<file path="src/rtl/im_boot_ctrl_if.sv">
// rtl/im_boot_ctrl_if.sv - boot controller bus bundle: byte stream, CPU fetch port, IM port, status
interface im_boot_ctrl_if;
    logic [7:0]  rx_byte;
    logic        rx_vld;
    logic        boot_req;
    logic [15:0] cpu_addr;
    logic        cpu_rd_en;
    logic [15:0] im_addr;
    logic        im_rd_en;
    logic        im_we;
    logic [16:0] im_wdata;
    logic        cpu_stall;
    logic        boot_done;
    logic        boot_err;

    modport master (
        output rx_byte, rx_vld, boot_req, cpu_addr, cpu_rd_en,
        input  im_addr, im_rd_en, im_we, im_wdata, cpu_stall, boot_done, boot_err
    );

    modport slave (
        input  rx_byte, rx_vld, boot_req, cpu_addr, cpu_rd_en,
        output im_addr, im_rd_en, im_we, im_wdata, cpu_stall, boot_done, boot_err
    );
endinterface

</file>
<file path="src/rtl/im_boot_ctrl.sv">
// rtl/im_boot_ctrl.sv - instruction-memory boot loader: byte-stream image to IM, then CPU fetch mux
module im_boot_ctrl #(
    parameter int DEPTH         = 8192,
    parameter bit BOOT_ON_RESET = 1'b1
) (
    input  logic           clk,
    input  logic           rst_n,
    im_boot_ctrl_if.slave  bus
);

    typedef enum logic [2:0] {
        S_LEN_LO, S_LEN_HI, S_B0, S_B1, S_B2, S_CSUM, S_RUN, S_ERR
    } state_t;

    localparam state_t      RESET_STATE = BOOT_ON_RESET ? S_LEN_LO : S_RUN;
    localparam logic [16:0] DEPTH_W     = 17'(DEPTH);

    state_t      state, state_d;
    logic [15:0] len;
    logic [7:0]  csum;
    logic [15:0] wr_ptr;
    logic [7:0]  b0, b1;
    logic        im_we_q;
    logic [16:0] im_wdata_q;
    logic        boot_done_q;

    logic [15:0] n_hdr;
    logic        word_ok;
    logic        last_word;
    logic        run;

    assign n_hdr     = {bus.rx_byte, len[7:0]};
    assign word_ok   = (bus.rx_byte[7:1] == 7'd0);
    assign last_word = ((wr_ptr + 16'd1) == len);
    assign run       = (state == S_RUN);

    always_ff @(posedge clk or negedge rst_n) begin
        if (!rst_n) state <= RESET_STATE;
        else        state <= state_d;
    end

    always_comb begin
        state_d = state;
        case (state)
            S_LEN_LO: if (bus.rx_vld) state_d = S_LEN_HI;
            S_LEN_HI: if (bus.rx_vld)
                state_d = (n_hdr == 16'd0 || {1'b0, n_hdr} > DEPTH_W) ? S_ERR : S_B0;
            S_B0:     if (bus.rx_vld) state_d = S_B1;
            S_B1:     if (bus.rx_vld) state_d = S_B2;
            S_B2:     if (bus.rx_vld) begin
                if (!word_ok)       state_d = S_ERR;
                else if (last_word) state_d = S_CSUM;
                else                state_d = S_B0;
            end
            S_CSUM:   if (bus.rx_vld) state_d = (bus.rx_byte == csum) ? S_RUN : S_ERR;
            S_RUN,
            S_ERR:    if (bus.boot_req) state_d = S_LEN_LO;
            default:  state_d = RESET_STATE;
        endcase
    end

    // wr_ptr advances on the write cycle itself so im_addr shows the word's own address
    always_ff @(posedge clk or negedge rst_n) begin
        if (!rst_n) begin
            len         <= '0;
            csum        <= '0;
            wr_ptr      <= '0;
            b0          <= '0;
            b1          <= '0;
            im_we_q     <= 1'b0;
            im_wdata_q  <= '0;
            boot_done_q <= 1'b0;
        end else begin
            im_we_q     <= 1'b0;
            boot_done_q <= 1'b0;
            if (im_we_q) wr_ptr <= wr_ptr + 16'd1;
            if (bus.rx_vld) begin
                case (state)
                    S_LEN_LO: begin
                        len[7:0] <= bus.rx_byte;
                        csum     <= '0;
                        wr_ptr   <= '0;
                    end
                    S_LEN_HI: len[15:8] <= bus.rx_byte;
                    S_B0: begin
                        b0   <= bus.rx_byte;
                        csum <= csum ^ bus.rx_byte;
                    end
                    S_B1: begin
                        b1   <= bus.rx_byte;
                        csum <= csum ^ bus.rx_byte;
                    end
                    S_B2: if (word_ok) begin
                        csum       <= csum ^ bus.rx_byte;
                        im_wdata_q <= {bus.rx_byte[0], b1, b0};
                        im_we_q    <= 1'b1;
                    end
                    S_CSUM: if (bus.rx_byte == csum) boot_done_q <= 1'b1;
                    default: ;
                endcase
            end
        end
    end

    assign bus.im_addr   = run ? bus.cpu_addr : wr_ptr;
    assign bus.im_rd_en  = run & bus.cpu_rd_en;
    assign bus.im_we     = im_we_q;
    assign bus.im_wdata  = im_wdata_q;
    assign bus.cpu_stall = !run;
    assign bus.boot_done = boot_done_q;
    assign bus.boot_err  = (state == S_ERR);

endmodule
</file>
<file path="src/flat_wrapper.sv">
// flat-port wrapper written by rule: the top's interface ports become plain ports
module im_boot_ctrl_flat 
#(
    parameter int DEPTH         = 8192,
    parameter bit BOOT_ON_RESET = 1'b1
)
  (clk, rst_n, bus_rx_byte, bus_rx_vld, bus_boot_req, bus_cpu_addr, bus_cpu_rd_en, bus_im_addr, bus_im_rd_en, bus_im_we, bus_im_wdata, bus_cpu_stall, bus_boot_done, bus_boot_err);
  im_boot_ctrl_if bus_i ();
  input  logic clk;
  input  logic rst_n;
  input wire logic [$bits(bus_i.rx_byte)-1:0] bus_rx_byte;
  input wire logic [$bits(bus_i.rx_vld)-1:0] bus_rx_vld;
  input wire logic [$bits(bus_i.boot_req)-1:0] bus_boot_req;
  input wire logic [$bits(bus_i.cpu_addr)-1:0] bus_cpu_addr;
  input wire logic [$bits(bus_i.cpu_rd_en)-1:0] bus_cpu_rd_en;
  output wire logic [$bits(bus_i.im_addr)-1:0] bus_im_addr;
  output wire logic [$bits(bus_i.im_rd_en)-1:0] bus_im_rd_en;
  output wire logic [$bits(bus_i.im_we)-1:0] bus_im_we;
  output wire logic [$bits(bus_i.im_wdata)-1:0] bus_im_wdata;
  output wire logic [$bits(bus_i.cpu_stall)-1:0] bus_cpu_stall;
  output wire logic [$bits(bus_i.boot_done)-1:0] bus_boot_done;
  output wire logic [$bits(bus_i.boot_err)-1:0] bus_boot_err;
  assign bus_i.rx_byte = bus_rx_byte;
  assign bus_i.rx_vld = bus_rx_vld;
  assign bus_i.boot_req = bus_boot_req;
  assign bus_i.cpu_addr = bus_cpu_addr;
  assign bus_i.cpu_rd_en = bus_cpu_rd_en;
  assign bus_im_addr = bus_i.im_addr;
  assign bus_im_rd_en = bus_i.im_rd_en;
  assign bus_im_we = bus_i.im_we;
  assign bus_im_wdata = bus_i.im_wdata;
  assign bus_cpu_stall = bus_i.cpu_stall;
  assign bus_boot_done = bus_i.boot_done;
  assign bus_boot_err = bus_i.boot_err;
  im_boot_ctrl #(.DEPTH(DEPTH), .BOOT_ON_RESET(BOOT_ON_RESET)) u_core (.clk(clk), .rst_n(rst_n), .bus(bus_i));
endmodule
</file>
<file path="config.mk">
export PLATFORM = sky130hd
export DESIGN_NAME = im_boot_ctrl_flat
export DESIGN_NICKNAME = d
export VERILOG_FILES = /design/src/rtl/im_boot_ctrl_if.sv /design/src/rtl/im_boot_ctrl.sv /design/src/flat_wrapper.sv
export SDC_FILE = /design/constraint.sdc
export NUM_CORES = 1
export LEC_CHECK = 0
export CAP_MARGIN = 20
export CORE_MARGIN = 2
export CORE_UTILIZATION = 40
export DETAILED_ROUTE_END_ITERATION = 8
export PLACE_DENSITY = 0.61
export SETUP_SLACK_MARGIN = 0.05
export SYNTH_ARGS = -nofsm -noshare
export SYNTH_HDL_FRONTEND = slang
export SYNTH_SLANG_ARGS = --single-unit
</file>
<file path="constraint.sdc">
create_clock -name clk -period 5.95 [get_ports clk]
set_input_delay 1.4875 -clock clk [delete_from_list [all_inputs] [get_ports clk]]
set_output_delay 1.4875 -clock clk [all_outputs]
set_load 0.02 [all_outputs]
</file>
==> results of run 1 <==
-- per-layer routing --
layer  share of wire [%]  vias to the layer above
met5                   0                        -
met4                 1.4                        0
met3                 4.4                       14
met2                  49                       68
met1                  46                     1555
li1                    -                     1558
-- placed cells by master, fill, tap and decap left out, drive strengths merged, types with 7 or more instances in the layout --
cell / count
nand3: 13
xnor2: 19
nor4: 7
nor2: 38
nand4: 7
clkbuf: 9
nand2: 74
dfrtp: 78
clkdlybuf4s50: 65
nor3: 11
xor2: 23
o21ai: 24
mux2: 49
-- power by group through the flow --
| stage | Clock [W] | Sequential (W) | Combinational (W) |
|---|---|---|---|
| after global routing | 0.000466 | 0.00104 | 0.00108 |
| after global placement | 0 | 0.00100 | 0.000958 |
| after detailed placement | 0 | 0.00101 | 0.000986 |
| final | 0.000431 | 0.000998 | 0.000981 |
| after CTS | 0.000447 | 0.000995 | 0.000989 |
| after floorplan | 0 | 0.000865 | 0.000809 |
-- through the flow --
step | util, % | setup slack (ns) | cell area (um^2) | hold WS (ns) | total power [W]
detailed placement | 47.8 | 1.74 | 4910 | 0.448 | 0.00199
global route | 50.1 | 1.70 | 5150 | 0.503 | 0.00258
finish | 50.1 | 1.78 | 5150 | 0.466 | 0.00241
global placement | 47.8 | 1.76 | 4910 | 0.450 | 0.00196
CTS | 49.9 | 1.77 | 5120 | 0.473 | 0.00243
floorplan | - | 2.41 | 4200 | 0.433 | 0.00167
-- registers in the layout, summed over array words and instances, names as in the netlist --
register / count
u_core.b0: 8
u_core.b1: 8
u_core.bus.boot_done: 1
u_core.bus.im_wdata: 17
u_core.bus.im_we: 1
u_core.csum: 8
u_core.len: 16
u_core.state: 3
u_core.wr_ptr: 16
-- kinds of logic after synthesis --
group / after synthesis
XOR/XNOR: 42
flip-flops: 78
buffers and inverters: 31
AND/OR/NAND/NOR: 173
multiplexers: 53
AO/OA/AOI/OAI: 45
adder cells (fa/ha/maj): 1
-- cell type report --
type | instances | area (um^2)
repair buffers | 68 | 693
flip-flops and latches | 78 | 1950
fillers | 952 | 5120
clock buffers | 9 | 124
clock inverters | 6 | 87.6
multi-input cells | 314 | 2110
inverters | 3 | 11.3
well taps | 136 | 170
-- path summary, 6_finish.rpt --
check	startpoint	endpoint	slack, ns	cells past startpoint
setup / recovery	bus_cpu_addr[11]	bus_im_addr[11]	1.78	3
hold reg to reg	u_core.b0[5]	u_core.bus.im_wdata[5]	0.47	2
setup reg to reg	u_core.wr_ptr[0]	u_core.state[1]	3.42	8
min in group asynchronous	rst_n	u_core.wr_ptr[2]	1.02	1
hold / removal	u_core.b0[5]	u_core.bus.im_wdata[5]	0.47	2
max in group asynchronous	rst_n	u_core.len[9]	4.35	2
-- worst min-delay path: stages (launching register included) --
cell and delay, ns:
dfrtp_1 0.34, nand2_1 0.05, nand2_1 0.05
==> results by group, run 1 <==
Status
  • Result of the run: finished clean

Floorplanning
  • Die ar.: 0.0113 mm^2
  • Initial standard-cell utilization of the core: 40.9%
  • Number of ports placed on the die boundary: 67
  • Die width: 106 um
  • Core Footprint: 0.0103 mm^2
  • Rows: 37
  • DIE HEIGHT: 106 um

STA
  • Final hold viol count: 0
  • Setup-failing EPs final: 0
  • Share of the clock period used by the worst path: 70.2%
  • RSZ-0062 raised after global routing: no
  • Fin Clk Skew: 0.00556 ns
  • Max_slew headroom: 29.1%
  • Transition time at the pin with the least slew margin: 1.03 ns
  • Min Tclk post-route: 4.17 ns
  • Total negative slack for setup checks: 0 ns
  • Final max-slew violation count: 0
  • Highest clock rate: 0.240 GHz

Worst setup path
  • List of cells traversed by the critical path: clkdlybuf4s50_1 -> mux2_2 -> clkdlybuf4s50_1
  • Slowest CP cell: clkdlybuf4s50_1
  • Max Fanout on Critical Path: 1
  • Stage delay of the slowest cell on the critical path: 0.53 ns
  • Most common cell on crit path: clkdlybuf4s50_1
  • Endpoint class of the critical path: output port
  • CP startpoint kind: input pin
  • CP Data Required Time: around 4.5 ns
  • Largest delay contributor family on the critical path: buffers and inverters
  • Arrival time worst endpoint: approximately 2.7 ns
  • WS Path Type: in2out
  • Critical path buffers and inverters: 2

Yosys
  • Number of enable flip-flop cells after synthesis: 0
  • Share of synthesized area occupied by flip-flops and latches: between 40 and 50%
  • Number of flip-flops and latches in the synthesized netlist: ~80
  • Top cell type's share of synthesized area: 46.5%
  • Syn Area/Cell: 9.93 um^2
  • FFs w/ async S/R, synth: 100%
  • Fraction of the mapped netlist area in adder cells: less than 1%
  • Library cells used by synthesis: 53
  • Net count of the mapped netlist: 453
  • Fraction of synthesized cell area in xor and xnor cells: 8.76%
  • Top cells by area, synth: dfrtp_1 46%, mux2_2 13%, nand2_1 6.6%
  • Primary flip-flop cell chosen by synthesis mapping: dfrtp_1
  • Synth Instances: roughly 420
  • Synth Cell Area: 0.00420 mm^2
  • Compound-gate portion of the synthesized area: 6.79%
  • Cell taking the most area after synthesis: dfrtp_1
  • Top post-synthesis cells by count: 78 x dfrtp_1, 74 x nand2_1, 49 x mux2_2, 37 x nor2_1, 23 x xor2_1
  • Dominant cell by count in the synthesized netlist: dfrtp_1
  • Share of cell area taken by muxes after synthesis: between 10% and 20%
  • Largest family of logic cells by synthesized area: simple AND/OR/NAND/NOR gates
  • Warnings from Yosys: 0
  • Post-Synth Simple-Gate Area: between 20% and 30%

Route
  • Total via count after detailed routing: around 3200
  • WL final: around 9300 um
  • Via-to-Cell Ratio: 5.20
  • DR pass1 iterations: 5
  • DR iter-0 viols: 113
  • Residual DRC count: 0
  • Routed WL per cell: 15.1 um
  • Antenna-violating nets left: 0

Clock tree
  • Total CTS buffers: 9
  • CTS tree: yes
  • Buffer cell driving the clock tree root: clkbuf_8
  • Deepest clock path buffer count: 2
  • Hold bufs inserted after CTS: 0
  • Number of buffers inserted by post-CTS setup repair: 0
  • CTS HTree Levels: 3
  • CTS sink cnt: 78
  • Number of resized instances in the post-cts repair step: 0
  • Worst-Skew Late Latency: 0.36 ns
  • Clock-pin slew on the worst setup and hold paths: 0.08 ns

Power
  • Power per cell area: approximately 470 mW/mm^2
  • Part of the power in registers: 41.4%
  • Net load switching power: 0.000913 W
  • Part of the total power dissipated in combinational logic: 40.7%
  • Internal: 0.00150 W
  • Static power due to leakage: 2.20 nW
  • Fraction of power consumed by the clock network: between 10% and 20%
  • Net switching fraction of the power: between 30% and 40%
  • Maximum vdd ir drop: 172 uV

Cells and area
  • Non-filler instance count after layout: 614
  • Share of post-route cells with drive strength above 1: 16.9%
  • Inserted Diodes: 0
  • Number of nets in the layout: 504
  • Signed area change from the synthesized netlist to the final layout: 22.7%

Run
  • Max-cap violation count: 0

Global routing
  • Fraction of met2 tracks used by global routing: 28.6%
  • Vias in the first global route: slightly above 3000
  • Highest-utilization routing layer at the global route stage: met2
  • Initial antenna violation count: 0
  • Global route overflow: 0
  • First-pass GRT wire length: 15200 um
  • Global routing usage on met1: 21.4%
  • Tot GR Track Use: 16.9%
  • Largest net degree at the start of global routing: between 70 and 80
  • Met3 track demand over resource: 4.41%

Placement
  • Final estimated routing congestion in global placement: 0.866
  • Total instance count after detailed placement: 598
  • Half-perimeter wire length after detailed placement: about 6300 um
  • I/O Buffers: 66

Hold path
  • Path category of the worst min-delay check: reg2reg
Power figures use the tool's default switching activity.
==> run 2: changes to the inputs <==
==> constraint.sdc (replaced) <==
create_clock -name clk -period 3.9 [get_ports clk]
set_input_delay 0.975 -clock clk [delete_from_list [all_inputs] [get_ports clk]]
set_output_delay 0.975 -clock clk [all_outputs]
set_load 0.02 [all_outputs]
==> results by group, run 2 (synthesis results as in run 1) <==
Route
  • WL final: 9450 um
  • Routed WL per cell: 15.1 um
  • DR pass1 iterations: 4
  • Residual DRC count: 0
  • Via-to-Cell Ratio: 5.17
  • DR iter-0 viols: ~140
  • Total via count after detailed routing: 3223
  • Antenna-violating nets left: 0

Worst setup path
  • Worst-case reg-to-reg path depth: 8
  • WS Path Type: reg2out
  • Slowest CP cell: dfrtp_1
  • Endpoint class of the critical path: output port
  • Stage delay of the slowest cell on the critical path: 0.64 ns
  • Endpoint of the lowest-slack register-to-register path: u_core.state[1]
  • R2R Path Start: u_core.wr_ptr[0]
  • CP Data Required Time: 2.92 ns
  • Arrival time worst endpoint: ~2.5 ns
  • List of cells traversed by the critical path: nand2_1 -> or2_2 -> mux2_2 -> clkdlybuf4s50_1
  • CP startpoint kind: register
  • Max Fanout on Critical Path: 18
  • Reg2reg setup slack: 1.44 ns

Floorplanning
  • Core Footprint: 0.0103 mm^2
  • Initial standard-cell utilization of the core: 40.9%
  • Die width: 106 um
  • Number of ports placed on the die boundary: 67
  • Rows: 37
  • Die ar.: 0.0113 mm^2
  • DIE HEIGHT: 106 um

Clock tree
  • Clock-pin slew on the worst setup and hold paths: 0.10 ns
  • Deepest clock path buffer count: 2
  • CTS sink cnt: 78
  • Hold bufs inserted after CTS: 0
  • CTS HTree Levels: 3
  • Number of resized instances in the post-cts repair step: 0
  • Total CTS buffers: 9
  • CTS tree: yes
  • Number of buffers inserted by post-CTS setup repair: 0
  • Worst-Skew Late Latency: ~0.35 ns
  • Buffer cell driving the clock tree root: clkbuf_8

STA
  • Setup-failing EPs final: 0
  • Final-layout worst hold slack: 0.462 ns
  • Transition time at the pin with the least slew margin: 1.11 ns
  • Highest clock rate: ~0.29 GHz
  • Max_slew headroom: 24.2%
  • Min Tclk post-route: 3.50 ns
  • RSZ-0062 raised after global routing: no
  • Smallest setup slack after layout: ~0.40 ns
  • Final max-slew violation count: 0
  • Fin Clk Skew: 0.0178 ns
  • Final hold viol count: 0
  • Total negative slack for setup checks: 0 ns
  • Share of the clock period used by the worst path: 89.8%

Placement
  • Half-perimeter wire length after detailed placement: 6630 um
  • Final estimated routing congestion in global placement: 0.864
  • I/O Buffers: 66
  • Setup slack after placement: 0.399 ns

Cells and area
  • Share of post-route cells with drive strength above 1: 18.6%
  • Number of flip-flops in the largest register: 17
  • Top library cells by usage in the layout, fill and taps aside: 78 x dfrtp_1, 74 x nand2_1, 65 x clkdlybuf4s50_1, 49 x mux2_2, 37 x nor2_1
  • Number of nets in the layout: 513
  • Signed area change from the synthesized netlist to the final layout: 23.4%
  • Most common library cell in the layout ignoring fill and taps: dfrtp_1
  • # fillers: 978
  • Inserted Diodes: 0

Run
  • Max-cap violation count: 0

Hold path
  • Path category of the worst min-delay check: reg2reg
  • Hold depth: 2
  • Launch point of the worst hold path: u_core.b1[1]
  • Hold-critical path endpoint: u_core.bus.im_wdata[9]

Status
  • Result of the run: finished clean

Global routing
  • Vias in the first global route: approximately 3300
  • First-pass GRT wire length: 16300 um
  • Largest net degree at the start of global routing: 79
  • Tot GR Track Use: roughly 18%
  • Global route overflow: 0
  • Initial antenna violation count: 0

Power
  • Power per cell area: 693 mW/mm^2
  • Static power due to leakage: around 2.2 nW
  • Maximum vdd ir drop: 252 uV
==> run 2: cell types whose count changed in the layout (fill, tap and decap cells not counted), sizes merged <==
cell      change
bufinv        -2
buf           +9
clkinvlp      +3
clkinv        -2
inv           +1
clkbuf        +1
==> run 2: final cells by class <==
cell class | instances | area (um^2) | area share, %
clock buffer | 10 | 138 | 2.65
clock inverter | 6 | 45.0 | 0.869
inverter | 3 | 11.3 | 0.217
multi-input combinational | 314 | 2110 | 40.7
sequential | 78 | 1950 | 37.6
tap | 136 | 170 | 3.28
timing repair buffer | 77 | 761 | 14.7
==> run 2: worst max path at each step <==
stage	slack, ns	start	end
floorplan	0.87	bus_rx_byte[3]	u_core.state[2]
global placement	0.41	bus_rx_byte[1]	u_core.state[2]
detailed placement	0.40	bus_rx_byte[2]	u_core.state[2]
CTS	0.36	u_core.state[2]	bus_im_addr[9]
global route	0.25	u_core.state[2]	bus_im_addr[1]
finish	0.40	u_core.state[2]	bus_im_addr[9]
==> run 2: where the power goes <==
| group | total, W | switching, W | leakage, nW | internal (W) |
|---|---|---|---|---|
| clock | 0.000564 | 0.000313 | 0.0849 | 0.000251 |
| sequential | 0.00149 | 0.000379 | 1.01 | 0.00111 |
| combinational | 0.00154 | 0.000709 | 1.13 | 0.000828 |
| total | 0.00359 | 0.00140 | 2.22 | 0.00219 |
==> run 2: worst max-delay path, delay by kind of cell (launching register included) <==
kind	cells	cell delay, ns
buffers and inverters	1	0.60
flip-flops	1	0.64
multiplexers	1	0.29
AND/OR/NAND/NOR	2	0.63
==> run 2: per-layer routing <==
layer / share of wire [%] / routed length [um] / global-route usage [%]
met1: 46 / 4350 / 23.9
met2: 49 / 4680 / 30.3
met3: 3.8 / 358 / 3.25
met4: 0.69 / 65 / 4.17
met5: 0 / 0 / 0
==> run 2: per-stage QoR <==
stage / instance area [um^2] / util, % / total power (W) / instances
floorplan: 4200 / - / 0.00255 / 423
global route: 5180 / 50.5 / 0.00387 / 624
detailed placement: 4970 / 48.4 / 0.00305 / 607
global placement: 4970 / 48.4 / 0.00300 / 607
CTS: 5160 / 50.2 / 0.00362 / 623
finish: 5180 / 50.5 / 0.00359 / 624
==> run 3: changes to the inputs <==
--- a/config.mk
+++ b/config.mk
@@ -6,10 +6,10 @@
 export NUM_CORES = 1
 export LEC_CHECK = 0
 export CAP_MARGIN = 20
-export CORE_MARGIN = 2
-export CORE_UTILIZATION = 40
+export CORE_MARGIN = 4
+export CORE_UTILIZATION = 50
 export DETAILED_ROUTE_END_ITERATION = 8
-export PLACE_DENSITY = 0.61
+export PLACE_DENSITY = 0.74
 export SETUP_SLACK_MARGIN = 0.05
 export SYNTH_ARGS = -nofsm -noshare
 export SYNTH_HDL_FRONTEND = slang
==> results by group, run 3 (synthesis results as in run 1) <==
Global routing
  • Vias in the first global route: 3246
  • Largest net degree at the start of global routing: 79
  • Global route overflow: 0
  • Tot GR Track Use: 20.4%
  • Initial antenna violation count: 0
  • First-pass GRT wire length: approximately 16000 um

Placement
  • Total instance count after detailed placement: 577
  • Final estimated routing congestion in global placement: 0.859
  • I/O Buffers: 66
  • Half-perimeter wire length after detailed placement: 6800 um
  • Setup slack after placement: 0.391 ns

Clock tree
  • CTS HTree Levels: 3
  • CTS tree: yes
  • Worst-Skew Late Latency: 0.35 ns
  • Buffer cell driving the clock tree root: clkbuf_8
  • Deepest clock path buffer count: 2
  • Total CTS buffers: 9
  • Hold bufs inserted after CTS: 0
  • Number of resized instances in the post-cts repair step: 0
  • Number of buffers inserted by post-CTS setup repair: 0
  • CTS sink cnt: 78
  • Clock-pin slew on the worst setup and hold paths: 0.08 ns

Run
  • Max-cap violation count: 0

STA
  • Final max-slew violation count: 0
  • Fin Clk Skew: 0.00599 ns
  • Transition time at the pin with the least slew margin: 1.02 ns
  • Max_slew headroom: 30.2%
  • RSZ-0062 raised after global routing: no
  • Total negative slack for setup checks: 0 ns
  • Min Tclk post-route: 3.56 ns
  • Highest clock rate: 0.281 GHz
  • Share of the clock period used by the worst path: 91.3%
  • Setup-failing EPs final: 0
  • Final hold viol count: 0
  • Smallest setup slack after layout: between 0.3 and 0.4 ns

Floorplanning
  • Rows: 33
  • DIE HEIGHT: 99.7 um
  • Core Footprint: 0.00818 mm^2
  • Die width: 99.7 um
  • Number of ports placed on the die boundary: 67
  • Die ar.: between 0.009 and 0.01 mm^2
  • Initial standard-cell utilization of the core: 51.4%

Cells and area
  • Share of post-route cells with drive strength above 1: 18.6%
  • Non-filler instance count after layout: 593
  • Post-layout utilization of the core: between 60% and 70%
  • Inserted Diodes: 0
  • Most common library cell in the layout ignoring fill and taps: dfrtp_1
  • Top library cells by usage in the layout, fill and taps aside: 78 x dfrtp_1, 74 x nand2_1, 65 x clkdlybuf4s50_1, 49 x mux2_2, 37 x nor2_1
  • Number of flip-flops in the largest register: 17
  • # fillers: ~700
  • Number of nets in the layout: 513
  • Signed area change from the synthesized netlist to the final layout: 23.0%

Power
  • Internal: 0.00229 W
  • Net load switching power: 0.00142 W
  • Total power consumption of the routed design: 0.00371 W
  • Part of the total power dissipated in combinational logic: 40.5%
  • Net switching fraction of the power: 38.2%
  • Fraction of power consumed by the clock network: 18.3%
  • Maximum vdd ir drop: 354 uV
  • Part of the power in registers: 41.2%
  • Power per cell area: 718 mW/mm^2
  • Static power due to leakage: ~2.2 nW

Route
  • Antenna-violating nets left: 0
  • Total via count after detailed routing: 3305
  • Via-to-Cell Ratio: 5.57
  • Routed WL per cell: 16.2 um
  • Residual DRC count: 0
  • WL final: 9620 um
  • DR pass1 iterations: 5
  • DR iter-0 viols: 183

Worst setup path
  • CP Data Required Time: 2.92 ns
  • Slowest CP cell: dfrtp_1
  • Endpoint class of the critical path: output port
  • List of cells traversed by the critical path: nand2_1 -> or2_2 -> mux2_2 -> clkdlybuf4s50_1
  • CP startpoint kind: register
  • Arrival time worst endpoint: about 2.6 ns
  • Max Fanout on Critical Path: 18
  • Stage delay of the slowest cell on the critical path: 0.68 ns
  • WS Path Type: reg2out

Hold path
  • Path category of the worst min-delay check: reg2reg

Status
  • Result of the run: finished clean
[run 3: changes by cell type in the layout (fill, tap and decap cells not counted), sizes merged]
cell,before,now
clkbuf,10,9
clkinvlp,3,2
bufinv,0,2
[run 3: final cells by class]
type	count	area, um^2	share of cell area, %
well taps	105	131	2.54
inverters	3	11.3	0.218
clock buffers	9	124	2.40
multi-input cells	314	2110	40.8
flip-flops and latches	78	1950	37.8
clock inverters	7	97.6	1.89
repair buffers	77	741	14.3
[run 3: stage by stage]
| stage | hold slack [ns] | cell area (um^2) |
|---|---|---|
| 4_1_cts | 0.478 | 5160 |
| 5_1_grt | 0.496 | 5160 |
| 2_1_floorplan | 0.433 | 4200 |
| 3_5_place_dp | 0.452 | 4940 |
| 6_report | 0.473 | 5160 |
| 3_3_place_gp | 0.442 | 4940 |
[run 3: routing by layer]
| layer | part of all wire (%) | global-route usage [%] |
|---|---|---|
| met5 | 0 | 0 |
| met4 | 1.6 | 6.41 |
| met3 | 5.4 | 4.63 |
| met1 | 44 | 27.0 |
| met2 | 49 | 33.4 |
[run 3: power groups by stage]
stage	Sequential [W]	Combinational, W	Clock, W
final	0.00153	0.00150	0.000678
after global routing	0.00158	0.00165	0.000728
after CTS	0.00152	0.00153	0.000690
after detailed placement	0.00154	0.00152	0
after global placement	0.00151	0.00147	0
after floorplan	0.00132	0.00123	0
[run 3: worst max-delay path: cells and delay by family (launching register included)]
kind	cells	cell delay (ns)
simple gates	2	0.63
flops	1	0.68
buf+inv	1	0.60
mux	1	0.30
[run 3: final timing paths]
kind	startpoint	endpoint	slack (ns)	depth (start not counted)
max in group asynchronous	rst_n	u_core.wr_ptr[8]	2.51	1
worst min register to register	u_core.b1[6]	u_core.bus.im_wdata[14]	0.47	2
worst max register to register	u_core.wr_ptr[0]	u_core.state[1]	1.38	8
min in group asynchronous	rst_n	u_core.wr_ptr[12]	0.77	1
worst max-delay path	u_core.state[1]	bus_im_addr[13]	0.34	4
worst min-delay path	u_core.b1[6]	u_core.bus.im_wdata[14]	0.47	2
